--- config.mk ---
export PLATFORM = sky130hd
export DESIGN_NAME = safe_ctrl
export DESIGN_NICKNAME = d
export VERILOG_FILES = /design/src/rtl/safe_ctrl.sv
export SDC_FILE = /design/constraint.sdc
export NUM_CORES = 1
export LEC_CHECK = 0
export BUFFER_PORTS_ARGS = -buffer_cell sky130_fd_sc_hd__buf_2
export CAP_MARGIN = 5
export CORE_AREA = 2 2 107 99
export DETAILED_ROUTE_END_ITERATION = 16
export DIE_AREA = 0 0 109 101
export PLACE_DENSITY_LB_ADDON = 0.12
export SLEW_MARGIN = 20
export SYNTH_ARGS = -nofsm -noshare
export SYNTH_HDL_FRONTEND = slang
export SYNTH_SLANG_ARGS = --single-unit
--- constraint.sdc ---
create_clock -name clk -period 6.4 [get_ports clk]
set_input_delay 0.32 -clock clk [delete_from_list [all_inputs] [get_ports clk]]
set_output_delay 0.32 -clock clk [all_outputs]
set_load 0.02 [all_outputs]
--- src/rtl/safe_ctrl.sv ---
// Code-lock controller: stores a user code from save/lock button pulses, verifies
// unlock attempts and holds a timed alarm after too many consecutive failures.
module safe_ctrl #(
  parameter int SECONDS       = 50_000_000,
  parameter int DIGITS        = 4,
  parameter int MAX_TRIES     = 3,
  parameter int ALARM_SECONDS = 10
) (
  input  logic       clk,
  input  logic       rst,
  input  logic       save,
  input  logic       lock,
  input  logic [3:0] digit,
  output logic       locked,
  output logic       alarm,
  output logic       bad,
  output logic [2:0] count
);

  localparam int          CODE_W     = 4 * DIGITS;
  localparam logic [2:0]  FULL       = 3'(DIGITS);
  localparam logic [2:0]  TRIES_MAX  = 3'(MAX_TRIES);
  localparam logic [31:0] ALARM_LOAD = 32'(ALARM_SECONDS * SECONDS - 1);

  typedef enum logic [1:0] {
    ST_OPEN   = 2'd0,
    ST_LOCKED = 2'd1,
    ST_ALARM  = 2'd2
  } state_t;

  state_t              state_r;
  logic [CODE_W-1:0]   entry_r;
  logic [CODE_W-1:0]   code_r;
  logic [2:0]          tries_r;
  logic [31:0]         timer_r;

  logic [CODE_W-1:0]   entry_next_s;
  logic                take_save_s;
  logic                match_s;
  logic [2:0]          tries_inc_s;

  // Next entry buffer with the incoming digit placed in slot 'count', plus decode helpers.
  always_comb begin
    entry_next_s = entry_r;
    for (int i = 0; i < DIGITS; i++) begin
      if (count == 3'(i)) begin
        entry_next_s[4*i +: 4] = digit;
      end else begin
        entry_next_s[4*i +: 4] = entry_r[4*i +: 4];
      end
    end
    take_save_s = save && !lock && (count != FULL);
    match_s     = (count == FULL) && (entry_r == code_r);
    tries_inc_s = tries_r + 3'd1;
  end

  // Controller state machine with all outputs held in registers.
  always_ff @(posedge clk or negedge rst) begin
    if (!rst) begin
      state_r <= ST_OPEN;
      entry_r <= '0;
      code_r  <= '0;
      tries_r <= 3'd0;
      timer_r <= 32'd0;
      count   <= 3'd0;
      locked  <= 1'b0;
      alarm   <= 1'b0;
      bad     <= 1'b0;
    end else begin
      bad <= 1'b0;
      case (state_r)
        ST_OPEN: begin
          if (lock) begin
            count <= 3'd0;
            if (count == FULL) begin
              code_r  <= entry_r;
              state_r <= ST_LOCKED;
              locked  <= 1'b1;
            end
          end else if (take_save_s) begin
            entry_r <= entry_next_s;
            count   <= count + 3'd1;
          end
        end
        ST_LOCKED: begin
          if (lock) begin
            count <= 3'd0;
            if (match_s) begin
              state_r <= ST_OPEN;
              locked  <= 1'b0;
              tries_r <= 3'd0;
            end else begin
              bad     <= 1'b1;
              tries_r <= tries_inc_s;
              // Alarm keeps tries at the limit until it times out.
              if (tries_inc_s == TRIES_MAX) begin
                state_r <= ST_ALARM;
                alarm   <= 1'b1;
                timer_r <= ALARM_LOAD;
              end
            end
          end else if (take_save_s) begin
            entry_r <= entry_next_s;
            count   <= count + 3'd1;
          end
        end
        ST_ALARM: begin
          if (timer_r == 32'd0) begin
            state_r <= ST_LOCKED;
            alarm   <= 1'b0;
            tries_r <= 3'd0;
            count   <= 3'd0;
          end else begin
            timer_r <= timer_r - 32'd1;
          end
        end
        default: begin
          state_r <= ST_OPEN;
          tries_r <= 3'd0;
          count   <= 3'd0;
          locked  <= 1'b0;
          alarm   <= 1'b0;
        end
      endcase
    end
  end

endmodule

==> out/summary.txt, run 1 <==
outcome: finished, final reports clean
routability congestion estimate: 0.745
aggregate global-route resource usage: 17.0%
arrival time at the worst endpoint: 2.84 ns
number of endpoints with negative hold slack in the final report: 0
sequential group share of total power: 50.4%
clock tree skew after final layout: 0.0112 ns
Slew Viols, Final: 0
busiest layer in global routing: met1
M3 GR Usage: 2.91%
Yosys Warn Count: 0
endpoint required time on the critical path: 6.62 ns
antenna fix cells: 0
Slew HR: 35.9%
Site Rows: 35
biggest fanout along the worst timing path: 24
number of nets produced by synthesis: 389
largest net degree at the start of global routing: 76
Synth area leaders: sky130_fd_sc_hd__dfrtp_1, sky130_fd_sc_hd__mux2_2, sky130_fd_sc_hd__o31ai_1
global-route wire length before repair: 14300 µm
number of cells on the worst reg-to-reg path: 5
element type at the critical path end: flip-flop
number of global-route vias before repair: 2859
worst-margin pin slew: 0.962 ns
Final period util: 40.9%
detail-routed via count per cell: 5.50
CTS H-tree lvls: 3
critical setup path kind: flip-flop to flip-flop
clock transition at the registers of the reported paths: 0.08 ns
# setup viols final: 0
endpoint of the worst-slack reg-to-reg timing path: timer_r[7]$_DFFE_PN0P_
cts bufs inserted: 9
CTS tree: done
hold buffer count at cts: 0
Filler cells: 966
number of antenna violations at the first check in global routing: 0
area of placed instances: 4070 µm²
Max Freq: 382 MHz
dpl cells: 504
ys async rst share: 100%
total die area: 11000 µm²
area growth from synthesis to final layout: 9.86%
family of cells with the greatest summed delay on the critical path: compound AO/OA/AOI/OAI gates
Post-Layout Cell Count: 519
utilization of the core after routing: 42.9%
total congestion overflow: 0
clock latency at the later pin of the worst-skew pair: 0.36 ns
Detail Placement HPWL: 5610 µm
post-CTS setup-driven buffer insertion count: 0
cell type with the largest total area after synthesis: sky130_fd_sc_hd__dfrtp_1
die width: 109 µm
DR vias: 2853
critical path cell sequence: nor2b_1, o21a_1, nand2_1, o31ai_1, o31ai_1
initial standard-cell utilization of the core: 39.0%
most repeated cell in the gate-level netlist after synthesis: sky130_fd_sc_hd__dfrtp_1
Gate Count Post-Synth: 373
met2 track demand over resource in global routing: 24.1%
final layout net count: 402
GR Layer Usage met1: 25.5%
final period demand of the worst path: 2.62 ns
proportion of power drawn by the clock network: 25.4%
area occupied by registers: 1880 µm²
Min-Delay Path Class: primary input to async pin
proportion of layout cells with a drive suffix above 1: 17.4%
leading post-synthesis cells by instance count: sky130_fd_sc_hd__dfrtp_1, sky130_fd_sc_hd__nor2_1, sky130_fd_sc_hd__nand2_1
power density cells: 336 nW/µm²
switching part of the total power: 34.6%
Worst path slowest cell: sky130_fd_sc_hd__o21a_1
root buffer cell: sky130_fd_sc_hd__clkbuf_8
average routed wire per standard cell: 16.0 µm
area inside the core boundary: 9940 µm²
Internal: 0.938 mW
Total Power Consumption: 1.43 mW
netlist area before placement: 3880 µm²
logic gate share of total power: 24.2%
library cells used by synthesis: 51
fraction of the yosys area taken by sequential cells: 48.4%
Fin Setup TNS: 0 ns
count of instances resized after the clock tree is built: 0
die outline height: 101 µm
number of nets with antenna violations after detailed routing: 0
post-layout instance area: 4260 µm²
number of input and output port buffers inserted: 13
area of the multi-input gates: 1910 µm²
total clock sinks: 75
worst vdd rail ir drop: 0.000161 V
launching element type of the critical path: flip-flop
proportion of netlist area held by the largest area contributor: 48.4%
maximum buffer depth of the clock tree: 2
number of DRC violations after detailed-routing iteration 0: 166
DRC Markers: 0
post-detailed-routing wire length: 8320 µm
unrepaired setup endpoints after global routing: false
reg-to-reg startpoint: state_r[0]$_DFFE_PN0P_
top_reg_cell synth: sky130_fd_sc_hd__dfrtp_1
Top-Level Pins: 14
net switching power: 0.496 mW
critical path's largest stage delay: 0.82 ns
setup slack on the worst flop-to-flop path: 3.78 ns
register bit total from synthesis: 75
count of buffer and inverter cells on the critical path: 0
Leakage Power: 1.74 nW
router iterations before antenna repair: 5
Avg Synthesized Cell Area: 10.4 µm²
Max-Cap Viols: 0
crit-path most repeated cell: sky130_fd_sc_hd__o31ai_1
number of flops mapped to enable cells by yosys: 0
final cells by class:
type	instances	share of cell area, %
timing repair buffer	15	1.94
clock buffer	9	2.90
multi-input combinational	275	44.9
inverter	10	0.880
tap	129	3.79
sequential	75	44.0
clock inverter	6	1.58
routing by layer:
metal,share of wire [%],routed length [µm]
met4,1.6,129
met3,2.1,172
met1,54,4470
met2,43,3550
met5,0,0
cell families after synthesis:
group / share of synthesized area [%]
compound gates: 14.0
buf+inv: 2.51
xor+xnor: 3.84
flops: 48.4
fa+ha+maj: 2.58
mux: 9.28
simple gates: 19.5
worst max path at each step:
stage,from,depth (start not counted),to,slack [ns]
floorplan,count[0]$_DFFE_PN0P_,6,code_r[10]$_DFFE_PN0P_,4.22
global placement,timer_r[0]$_DFFE_PN0P_,8,count[0]$_DFFE_PN0P_,3.67
detailed placement,timer_r[0]$_DFFE_PN0P_,8,count[0]$_DFFE_PN0P_,3.64
CTS,timer_r[0]$_DFFE_PN0P_,8,count[0]$_DFFE_PN0P_,3.59
global route,state_r[1]$_DFFE_PN0P_,5,timer_r[7]$_DFFE_PN0P_,3.57
finish,state_r[0]$_DFFE_PN0P_,5,timer_r[7]$_DFFE_PN0P_,3.78
stage by stage:
step / hold slack, ns / setup WS (ns)
finish: 0.114 / 3.78
floorplan: 0.0244 / 4.22
global placement: 0.484 / 3.67
global route: 0.187 / 3.57
CTS: 0.162 / 3.59
detailed placement: 0.497 / 3.64
state kept, by name, summed over array words and instances, names as in the netlist:
name and count:
state_r 2, alarm 1, timer_r 32, entry_r 16, locked 1, tries_r 3, bad 1, code_r 16
count 3
power groups by stage:
stage	logic (mW)	registers, mW	clock network, mW
floorplan	0.277	0.700	0
global placement	0.348	0.725	0
detailed placement	0.352	0.729	0
CTS	0.354	0.722	0.374
global route	0.397	0.745	0.395
finish	0.347	0.722	0.364
cells in the final DEF, fill, tap and decap left out, types with 12 or more instances in the layout:
| cell type | instances |
|---|---|
| sky130_fd_sc_hd__a31oi_1 | 14 |
| sky130_fd_sc_hd__dfrtp_1 | 75 |
| sky130_fd_sc_hd__nor3_1 | 15 |
| sky130_fd_sc_hd__o31ai_1 | 20 |
| sky130_fd_sc_hd__a21oi_1 | 13 |
| sky130_fd_sc_hd__mux2_2 | 25 |
| sky130_fd_sc_hd__nand2_1 | 30 |
| sky130_fd_sc_hd__buf_2 | 12 |
| sky130_fd_sc_hd__nor2_1 | 31 |
| sky130_fd_sc_hd__xnor2_1 | 16 |
Note: power is estimated with default switching activity, not from simulation.
==> inputs of run 2 (changes only) <==
==> constraint.sdc (replaced) <==
create_clock -name clk -period 2.5 [get_ports clk]
set_input_delay 0.125 -clock clk [delete_from_list [all_inputs] [get_ports clk]]
set_output_delay 0.125 -clock clk [all_outputs]
set_load 0.02 [all_outputs]
==> run 2 against run 1 <==
Against the previous run:
- largest cell class unchanged
- highest routed layer unchanged
- clock power grew to 2.9 times the previous value
- worst setup slack worse by 3.5 ns
- first-iteration DRC count down 9.6%
==> out/summary.txt, run 2 (same netlist as run 1, synthesis figures left out) <==
DRC Markers: 0 (unchanged)
commonest cells after routing, fill and taps aside: sky130_fd_sc_hd__dfrtp_1, sky130_fd_sc_hd__nor2_1, sky130_fd_sc_hd__nand2_1, sky130_fd_sc_hd__mux2_2, sky130_fd_sc_hd__o31ai_1
global-route wire length before repair: 14900 µm (+3.8%)
Slew HR: 59.1% (+23 points)
root buffer cell: sky130_fd_sc_hd__clkbuf_8
area growth from synthesis to final layout: 14.5%
Fin Setup TNS: 0 ns (unchanged)
clock latency at the later pin of the worst-skew pair: 0.35 ns (about the same)
Detail Placement HPWL: 6080 µm (+8.4%)
critical setup path kind: flip-flop to flip-flop
total clock sinks: 75 (unchanged)
Top-Level Pins: 14 (unchanged)
CTS H-tree lvls: 3 (unchanged)
Worst path slowest cell: sky130_fd_sc_hd__nor4_1
Internal: 2.55 mW (+170%)
endpoint required time on the critical path: 2.75 ns (-3.87 ns)
CTS tree: done
flip-flop count of the largest register, all copies and words added: 32 (unchanged)
GR Layer Usage met1: 25.7% (+0.14 points)
count of buffer and inverter cells on the critical path: 3 (+3)
largest registers: timer_r (32), code_r (16), entry_r (16)
M3 GR Usage: 3.17% (+0.26 points)
die outline height: 101 µm (unchanged)
total congestion overflow: 0 (unchanged)
Final period util: 88.3% (+47 points)
Slew Viols, Final: 0 (unchanged)
power density cells: 867 nW/µm² (+160%)
clock transition at the registers of the reported paths: 0.09 ns (about the same)
routability congestion estimate: 0.774 (+3.8%)
Total Power Consumption: 3.85 mW (+170%)
detail-routed via count per cell: 5.41 (-1.6%)
total die area: 11000 µm² (unchanged)
net switching power: 1.30 mW (+160%)
launching element type of the critical path: flip-flop
largest net degree at the start of global routing: 48 (-37%)
number of input and output port buffers inserted: 13 (unchanged)
# setup viols final: 0 (unchanged)
logic gate share of total power: 24.6% (+0.4 points)
Max-Cap Viols: 0 (unchanged)
router iterations before antenna repair: 4 (-1)
initial standard-cell utilization of the core: 39.0% (unchanged)
final period demand of the worst path: 2.21 ns (-0.410 ns)
Min-Delay Path Class: primary input to flip-flop
average routed wire per standard cell: 16.3 µm (+1.6%)
busiest layer in global routing: met2
met2 track demand over resource in global routing: 26.2% (+2.1 points)
Site Rows: 35 (unchanged)
post-detailed-routing wire length: 8760 µm (+5.3%)
family of cells with the greatest summed delay on the critical path: simple AND/OR/NAND/NOR gates
number of antenna violations at the first check in global routing: 0 (unchanged)
antenna fix cells: 0 (unchanged)
critical path's largest stage delay: 0.52 ns (-0.30 ns)
largest reg by FF count: timer_r
die width: 109 µm (unchanged)
sequential group share of total power: 47.9% (-2.5 points)
number of DRC violations after detailed-routing iteration 0: 150 (-9.6%)
number of endpoints with negative hold slack in the final report: 0 (unchanged)
DR vias: 2910 (+2.0%)
element type at the critical path end: flip-flop
critical path cell sequence: nor4_1, nand4_2, or3_1, o21ai_4, buf_12, buf_4, inv_2
number of nets with antenna violations after detailed routing: 0 (unchanged)
cts bufs inserted: 9 (unchanged)
arrival time at the worst endpoint: 2.45 ns (-0.39 ns)
final layout net count: 420 (+4.5%)
biggest fanout along the worst timing path: 19 (-21%)
Leakage Power: 1.85 nW (+6.1%)
proportion of power drawn by the clock network: 27.4% (+2.0 points)
unrepaired setup endpoints after global routing: false
outcome: finished, final reports clean
aggregate global-route resource usage: 17.6% (+0.62 points)
worst vdd rail ir drop: 0.000333 V (+110%)
clock tree skew after final layout: 0.0130 ns (+0.00187 ns)
worst-margin pin slew: 0.613 ns (-0.349 ns)
maximum buffer depth of the clock tree: 2 (unchanged)
proportion of layout cells with a drive suffix above 1: 21.3% (+3.8 points)
number of global-route vias before repair: 2908 (+1.7%)
Max Freq: 453 MHz (+19%)
switching part of the total power: 33.8% (-0.83 points)
most common cell after layout, fill and taps aside: sky130_fd_sc_hd__dfrtp_1
area inside the core boundary: 9940 µm² (unchanged)
[run 2: cell count changes in the layout (fill, tap and decap cells not counted), sizes merged]
cell,before,now
buf,15,32
clkinv,3,1
bufinv,1,2
clkinvlp,2,3
dlygate4sd3,0,1
inv,10,11
[run 2: power by group through the flow]
| stage | Combinational, mW | Clock (mW) | Sequential (mW) |
|---|---|---|---|
| global route | 1.07 | 1.14 | 1.91 |
| CTS | 0.933 | 1.09 | 1.85 |
| finish | 0.949 | 1.06 | 1.85 |
| global placement | 0.914 | 0 | 1.86 |
| detailed placement | 0.923 | 0 | 1.87 |
| floorplan | 0.709 | 0 | 1.79 |
[run 2: metal layers]
| metal | up-vias | wire length [µm] | part of all wire, % |
|---|---|---|---|
| met1 | 1429 | 4570 | 52 |
| met3 | 9 | 188 | 2.1 |
| li1 | 1442 | - | - |
| met2 | 30 | 3860 | 44 |
| met4 | 0 | 136 | 1.6 |
| met5 | - | 0 | 0 |
[run 2: timing repair]
item	CTS	global route
buffers inserted	0	2
setup endpoints to repair	0	17
hold buffers	1	0
hold endpoints to repair	45	0
gates resized for setup	0	1
[run 2: area by class of cell]
cell class / count / area [µm²]
fillers: 937 / 5500
multi-input cells: 275 / 1910
flip-flops and latches: 75 / 1880
repair buffers: 33 / 233
well taps: 129 / 161
clock buffers: 9 / 124
clock inverters: 7 / 100
inverters: 10 / 37.5
[run 2: metrics by stage]
step	std cells	instance area (µm²)	hold slack, ns	setup slack (ns)	utilization [%]
global placement	519	4180	0.184	0.179	42.0
finish	538	4440	0.0711	0.293	44.7
global route	538	4440	0.0616	0.141	44.7
floorplan	373	3880	-0.171	0.322	-
CTS	536	4410	0.0580	0.137	44.4
detailed placement	519	4180	0.188	0.158	42.0
[run 2: final timing paths]
path / startpoint / end / slack, ns / cells past startpoint
worst max-delay path: timer_r[27]$_DFFE_PN0P_ / state_r[1]$_DFFE_PN0P_ / 0.29 / 7
worst min-delay path: digit[1] / entry_r[5]$_DFFE_PN0P_ / 0.07 / 2
worst max register to register: timer_r[27]$_DFFE_PN0P_ / state_r[1]$_DFFE_PN0P_ / 0.29 / 7
worst min register to register: timer_r[30]$_DFFE_PN0P_ / timer_r[30]$_DFFE_PN0P_ / 0.49 / 1
max in group asynchronous: rst / entry_r[2]$_DFFE_PN0P_ / 1.49 / 3
min in group asynchronous: rst / code_r[10]$_DFFE_PN0P_ / 0.33 / 2
